[src/rtl/mlp_seq_pkg.sv]
// Shared definitions for the MLP layer sequencer: FSM encoding, layer-index
// width helper and the default MAC pipeline latency.
package mlp_seq_pkg;

    localparam int PIPE_LAT_DEFAULT = 2;

    typedef enum logic [2:0] {
        S_IDLE,
        S_SKIPCHK,
        S_WAIT_W,
        S_MAC,
        S_DRAIN,
        S_EMIT,
        S_LAYER_END
    } state_t;

    // Table index width; a one-layer table still needs a 1-bit index port.
    function automatic int layer_w(input int n);
        return (n > 2) ? $clog2(n) : 1;
    endfunction

endpackage

[src/rtl/mlp_cfg_regfile.sv]
// Per-layer configuration table {in_len, num_nrn}: synchronous write,
// combinational read, synchronous clear.
module mlp_cfg_regfile
    import mlp_seq_pkg::*;
#(
    parameter int NUM_LAYERS = 3,
    parameter int LEN_W      = 8,
    parameter int NRN_W      = 8,
    localparam int LAYER_W   = layer_w(NUM_LAYERS)
) (
    input  logic               clk,
    input  logic               rst,
    input  logic               we,
    input  logic [LAYER_W-1:0] wr_layer,
    input  logic [LEN_W-1:0]   wr_in_len,
    input  logic [NRN_W-1:0]   wr_num_nrn,
    input  logic [LAYER_W-1:0] rd_layer,
    output logic [LEN_W-1:0]   rd_in_len,
    output logic [NRN_W-1:0]   rd_num_nrn
);

    logic [LEN_W-1:0] in_len_q  [NUM_LAYERS];
    logic [NRN_W-1:0] num_nrn_q [NUM_LAYERS];

    // NOTE: the table is small and a cleared table must read as "skip every
    // layer", so it is reset like ordinary flops rather than left as RAM.
    // NOTE: sequential state uses non-blocking assignments so every flop
    // samples pre-edge values regardless of statement order.
    always_ff @(posedge clk) begin
        if (rst) begin
            for (int i = 0; i < NUM_LAYERS; i++) begin
                in_len_q[i]  <= '0;
                num_nrn_q[i] <= '0;
            end
        end else if (we && (int'(wr_layer) < NUM_LAYERS)) begin
            in_len_q[wr_layer]  <= wr_in_len;
            num_nrn_q[wr_layer] <= wr_num_nrn;
        end
    end

    // NOTE: defaults first so the out-of-range path cannot infer a latch.
    always_comb begin
        rd_in_len  = '0;
        rd_num_nrn = '0;
        if (int'(rd_layer) < NUM_LAYERS) begin
            rd_in_len  = in_len_q[rd_layer];
            rd_num_nrn = num_nrn_q[rd_layer];
        end
    end

endmodule

[src/rtl/mlp_layer_sequencer.sv]
// Sequences one PE through a multi-layer MLP pass neuron by neuron:
// weight-bank swap, activation streaming, pipeline drain, result strobe.
module mlp_layer_sequencer
    import mlp_seq_pkg::*;
#(
    parameter int NUM_LAYERS = 3,
    parameter int LEN_W      = 8,
    parameter int NRN_W      = 8,
    parameter int PIPE_LAT   = PIPE_LAT_DEFAULT,
    localparam int LAYER_W   = layer_w(NUM_LAYERS)
) (
    input  logic               clk,
    input  logic               rst,
    input  logic               start,
    output logic               busy,
    output logic               done,
    input  logic               cfg_we,
    input  logic [LAYER_W-1:0] cfg_layer,
    input  logic [LEN_W-1:0]   cfg_in_len,
    input  logic [NRN_W-1:0]   cfg_num_nrn,
    input  logic               wbank_ready,
    output logic               wbank_swap,
    input  logic               iact_valid,
    output logic               iact_ready,
    output logic               mac_en,
    output logic               acc_clr,
    output logic               out_valid,
    output logic [LAYER_W-1:0] layer_idx,
    output logic [NRN_W-1:0]   neuron_idx,
    output logic [LEN_W-1:0]   in_idx
);

    localparam int DRN_W = (PIPE_LAT > 1) ? $clog2(PIPE_LAT) : 1;
    localparam logic [LAYER_W-1:0] LAST_LAYER = LAYER_W'(NUM_LAYERS - 1);
    localparam logic [DRN_W-1:0]   LAST_DRAIN = DRN_W'(PIPE_LAT - 1);

    state_t             state, state_nxt;
    logic [LAYER_W-1:0] layer_q, layer_nxt;
    logic [NRN_W-1:0]   nrn_q, nrn_nxt;
    logic [LEN_W-1:0]   idx_q, idx_nxt;
    logic [DRN_W-1:0]   drain_q, drain_nxt;

    logic [LEN_W-1:0]   cur_in_len;
    logic [NRN_W-1:0]   cur_num_nrn;
    logic               in_last;
    logic               nrn_last;

    mlp_cfg_regfile #(
        .NUM_LAYERS (NUM_LAYERS),
        .LEN_W      (LEN_W),
        .NRN_W      (NRN_W)
    ) u_cfg (
        .clk        (clk),
        .rst        (rst),
        .we         (cfg_we && (state == S_IDLE)),
        .wr_layer   (cfg_layer),
        .wr_in_len  (cfg_in_len),
        .wr_num_nrn (cfg_num_nrn),
        .rd_layer   (layer_q),
        .rd_in_len  (cur_in_len),
        .rd_num_nrn (cur_num_nrn)
    );

    // Only evaluated once SKIPCHK has ruled out zero lengths.
    assign in_last  = (idx_q == cur_in_len - LEN_W'(1));
    assign nrn_last = (nrn_q == cur_num_nrn - NRN_W'(1));

    assign layer_idx  = layer_q;
    assign neuron_idx = nrn_q;
    assign in_idx     = idx_q;

    always_ff @(posedge clk) begin
        if (rst) begin
            state   <= S_IDLE;
            layer_q <= '0;
            nrn_q   <= '0;
            idx_q   <= '0;
            drain_q <= '0;
        end else begin
            state   <= state_nxt;
            layer_q <= layer_nxt;
            nrn_q   <= nrn_nxt;
            idx_q   <= idx_nxt;
            drain_q <= drain_nxt;
        end
    end

    always_comb begin
        state_nxt  = state;
        layer_nxt  = layer_q;
        nrn_nxt    = nrn_q;
        idx_nxt    = idx_q;
        drain_nxt  = '0;
        busy       = 1'b1;
        done       = 1'b0;
        wbank_swap = 1'b0;
        acc_clr    = 1'b0;
        iact_ready = 1'b0;
        mac_en     = 1'b0;
        out_valid  = 1'b0;

        unique case (state)
            S_IDLE: begin
                busy = 1'b0;
                if (start) begin
                    layer_nxt = '0;
                    nrn_nxt   = '0;
                    state_nxt = S_SKIPCHK;
                end
            end
            S_SKIPCHK: begin
                if ((cur_in_len == '0) || (cur_num_nrn == '0)) state_nxt = S_LAYER_END;
                else                                           state_nxt = S_WAIT_W;
            end
            S_WAIT_W: begin
                if (wbank_ready) begin
                    wbank_swap = 1'b1;
                    acc_clr    = 1'b1;
                    idx_nxt    = '0;
                    state_nxt  = S_MAC;
                end
            end
            S_MAC: begin
                iact_ready = 1'b1;
                mac_en     = iact_valid;
                if (iact_valid) begin
                    // The last address is held through the drain.
                    if (in_last) state_nxt = (PIPE_LAT > 0) ? S_DRAIN : S_EMIT;
                    else         idx_nxt   = idx_q + LEN_W'(1);
                end
            end
            S_DRAIN: begin
                drain_nxt = drain_q + DRN_W'(1);
                if (drain_q == LAST_DRAIN) begin
                    drain_nxt = '0;
                    state_nxt = S_EMIT;
                end
            end
            S_EMIT: begin
                out_valid = 1'b1;
                if (nrn_last) begin
                    state_nxt = S_LAYER_END;
                end else begin
                    nrn_nxt   = nrn_q + NRN_W'(1);
                    state_nxt = S_WAIT_W;
                end
            end
            S_LAYER_END: begin
                if (layer_q == LAST_LAYER) begin
                    done      = 1'b1;
                    state_nxt = S_IDLE;
                end else begin
                    layer_nxt = layer_q + LAYER_W'(1);
                    nrn_nxt   = '0;
                    state_nxt = S_SKIPCHK;
                end
            end
            default: state_nxt = S_IDLE;
        endcase
    end

    a_swap_pulse: assert property (@(posedge clk) disable iff (rst) wbank_swap |=> !wbank_swap);
    a_ov_pulse:   assert property (@(posedge clk) disable iff (rst) out_valid |=> !out_valid);
    a_done_pulse: assert property (@(posedge clk) disable iff (rst) done |=> !done);

endmodule
[config.mk]
export PLATFORM = sky130hd
export DESIGN_NAME = mlp_layer_sequencer
export DESIGN_NICKNAME = d
export VERILOG_FILES = /design/src/rtl/mlp_seq_pkg.sv /design/src/rtl/mlp_cfg_regfile.sv /design/src/rtl/mlp_layer_sequencer.sv
export SDC_FILE = /design/constraint.sdc
export NUM_CORES = 1
export LEC_CHECK = 0
export ABC_AREA = 1
export BUFFER_PORTS_ARGS = -buffer_cell sky130_fd_sc_hd__buf_2
export CAP_MARGIN = 0
export CORE_UTILIZATION = 64
export DETAILED_ROUTE_END_ITERATION = 10
export GPL_ROUTABILITY_DRIVEN = 0
export PLACE_DENSITY = 0.88
export SLEW_MARGIN = 10
export SYNTH_ARGS = -nofsm -noshare
export SYNTH_HDL_FRONTEND = slang
export SYNTH_SLANG_ARGS = --single-unit
[constraint.sdc]
create_clock -name clk -period 7.5 [get_ports clk]
set_clock_uncertainty 0.2 [all_clocks]
set_input_delay 0.75 -clock clk [delete_from_list [all_inputs] [get_ports clk]]
set_output_delay 0.75 -clock clk [all_outputs]
set_load 0.005 [all_outputs]
==> results.cfg <==
[synthesis]
yosysSeqAreaShare = 0.462
yosys.cell_types.count = 40
synth_seq_cells = 88
synth_edf_count = 64
syn_area_sq_um = 5200
synth.avg_cell_area_sq_um = 7.89
synth_flop_cell = edfxtp_1
synthArstFlopShare = 0
synth_top_area_share = 0.370
syn_inst = 659
ys_warn_count = 0
synthTopCellsByArea = edfxtp_1, nand2_1, dfxtp_1
yosys.area.top_type = edfxtp_1

[route]
route.detailed.drc = 0
routed_via_density = 5.44
ant_nets = 0
wl_per_cell_microns = 13.7
totalWireLength_microns = 11300
via_count = 4470
dr.pass1.iters = 7
drt_iter0_drc = 459

[critical_path]
worst_r2r_endpoint = in_idx[4]
r2r_cells = 16
critPathTopFamily = simple AND/OR/NAND/NOR gates
crit_arrival_ns = 3.13
setup.worst_path.start_class = register
reg2reg_setup_slack_ns = 4.44
path_depth = 16
worstPathCellList = inv_4, nand3_1, nand2_1, nand2_2, ha_1, xor2_1, nand2_1, nor2_1, nand3_1, nor2_1, nand2_1, inv_2, nand3_4, nand3_4, nor2_1, buf_2
cp_slowest_cell = dfxtp_1
cp_num_buf_inv = 3
path_class = reg2out
crit_path_max_fanout = 18
required_ns = 6.55
crit_path_end_kind = output port
critPathMaxStageDelay_ns = 0.78

[place]
dp_slack_ns = 3.84
dpl.hpwl_microns = 7880
dp.cells = 806
io_buffers = 48

[die]
core_sq_um = 7810
num_rows = 32
die_h_microns = 92.1
dieArea_sq_um = 8490
io_pins = 49
initial_core_util = 0.666
die_x_microns = 92.1

[clock_tree]
post_cts_buffers = 0
clkLatencyLatePin_ns = 0.36
root_buffer = clkbuf_8
clock_sinks = 88
cts_tree = yes
path_clk_slew_ns = 0.09
cts-buffers-inserted = 9
clock_path_buffers = 2
cts_resized = 0
cts_hold_buf = 0
htreeDepth = 3

[layout]
diodes = 0
layoutNonFillerInstCount = 822
layout_common_cells = nand2_1, nor2_1, inv_1
layout_commonest_cell = nand2_1
layout-drive-gt1-share = 0.189
nNetsFinal = 747
area_growth_pct = 9.31

[sta]
final_max_slew_viol_count = 0
rsz0062_at_grt = false
tightest_slew_ns = 0.775
tns_ns = 0
fmax_ghz = 0.245
period_minus_slack_ns = 4.08
hold_slack_ns = 0.310
max_slew_margin = 0.482
final_hold_viol_count = 0
fin_crit_sh = 0.544
setup_violations = 0
setup_ws_ns = 3.42

[outcome]
status = completed

[global_route]
antenna_found_initial = 0
grt_max_degree = 36
grt_use_total = 0.285
grt_first_pass_wirelength_microns = 18900
gr-total-overflow = 0
grt_pass1_vias = 4314

[power_and_ir_drop]
total_power_mw = 2.05
p_leak_nw = 2.62
p_per_area_nw_per_um2 = 360
vdd_ir_drop_max_mv = 0.211

[job]
cap_viol_max_count = 0

[hold_path]
worstHoldEndpoint = drain_q
hold_class = reg2reg
min_from = drain_q
hold_depth = 3
-- flip-flops by register name (all words and copies together) (netlist names), named ones only --
| name | cells |
|---|---|
| state | 3 |
| u_cfg.in_len_q | 32 |
| neuron_idx | 8 |
| in_idx | 8 |
| drain_q | 1 |
| u_cfg.num_nrn_q | 32 |
| layer_idx | 2 |
-- through the flow --
stage	instance area, sq um	utilization
6_report	5680	0.728
3_3_place_gp	5490	0.703
2_1_floorplan	5260	-
3_5_place_dp	5490	0.703
4_1_cts	5680	0.728
5_1_grt	5680	0.728
-- synthesized netlist by cell type, drive strengths merged, types with 5 or more instances --
cell,n
a21oi,22
buf,12
clkbuf,7
dfxtp,24
edfxtp,64
ha,8
inv,97
nand2,192
nand3,56
nand3b,5
nand4,12
nor2,112
nor3,5
o21ai,18
xor2,8
-- worst reg2reg max path, cell delays in order, from the launching register on --
cell     delay, ns
dfxtp_1       0.78
inv_4         0.21
nand3_1       0.15
nand2_1       0.09
nand2_2       0.15
ha_1          0.28
xor2_1        0.16
nand2_1       0.08
nor2_1        0.10
nand3_1       0.07
nor2_1        0.10
nand2_1       0.06
inv_2         0.07
nand3_4       0.12
nand3_4       0.17
nand2_2       0.07
a21oi_2       0.13
-- logic make-up after synthesis --
kind of cell	after synthesis	share of synthesized area
buffers and inverters	118	0.0999
AOI/OAI and AO/OA	45	0.0563
other	1	0.000721
and+or+nand+nor	387	0.342
xor gates and xnor gates	12	0.0202
DFF	88	0.462
adders and majority gates	8	0.0193
-- area by class of cell --
class | instances | area [sq um]
well taps | 102 | 128
inverters | 99 | 378
multi-input cells | 468 | 2330
clock inverters | 7 | 70.1
flip-flops and latches | 88 | 2400
fillers | 605 | 2120
clock buffers | 9 | 124
repair buffers | 49 | 248
-- per-layer routing --
metal  vias to the layer above  global-route usage  routed length (microns)
li1                       2185                   -                        -
met1                      2069               0.353                     4640
met2                       192               0.499                     5610
met3                        24              0.0481                      782
met4                         0               0.104                      246
met5                         -                   0                        0
-- how the worst max path moves through the flow --
stage	from	end	slack [ns]
floorplan	layer_idx[0]	wbank_swap	4.24
global placement	register	acc_clr	3.94
detailed placement	register	acc_clr	3.84
CTS	register	acc_clr	3.45
global route	register	acc_clr	3.10
finish	register	acc_clr	3.42
-- power breakdown --
| group | switching [mW] | total [mW] | internal (mW) |
|---|---|---|---|
| logic | 0.741 | 1.09 | 0.348 |
| clock network | 0.177 | 0.330 | 0.154 |
| registers | 0.0471 | 0.626 | 0.579 |
| total | 0.965 | 2.05 | 1.08 |
Power figures use the tool's default switching activity.
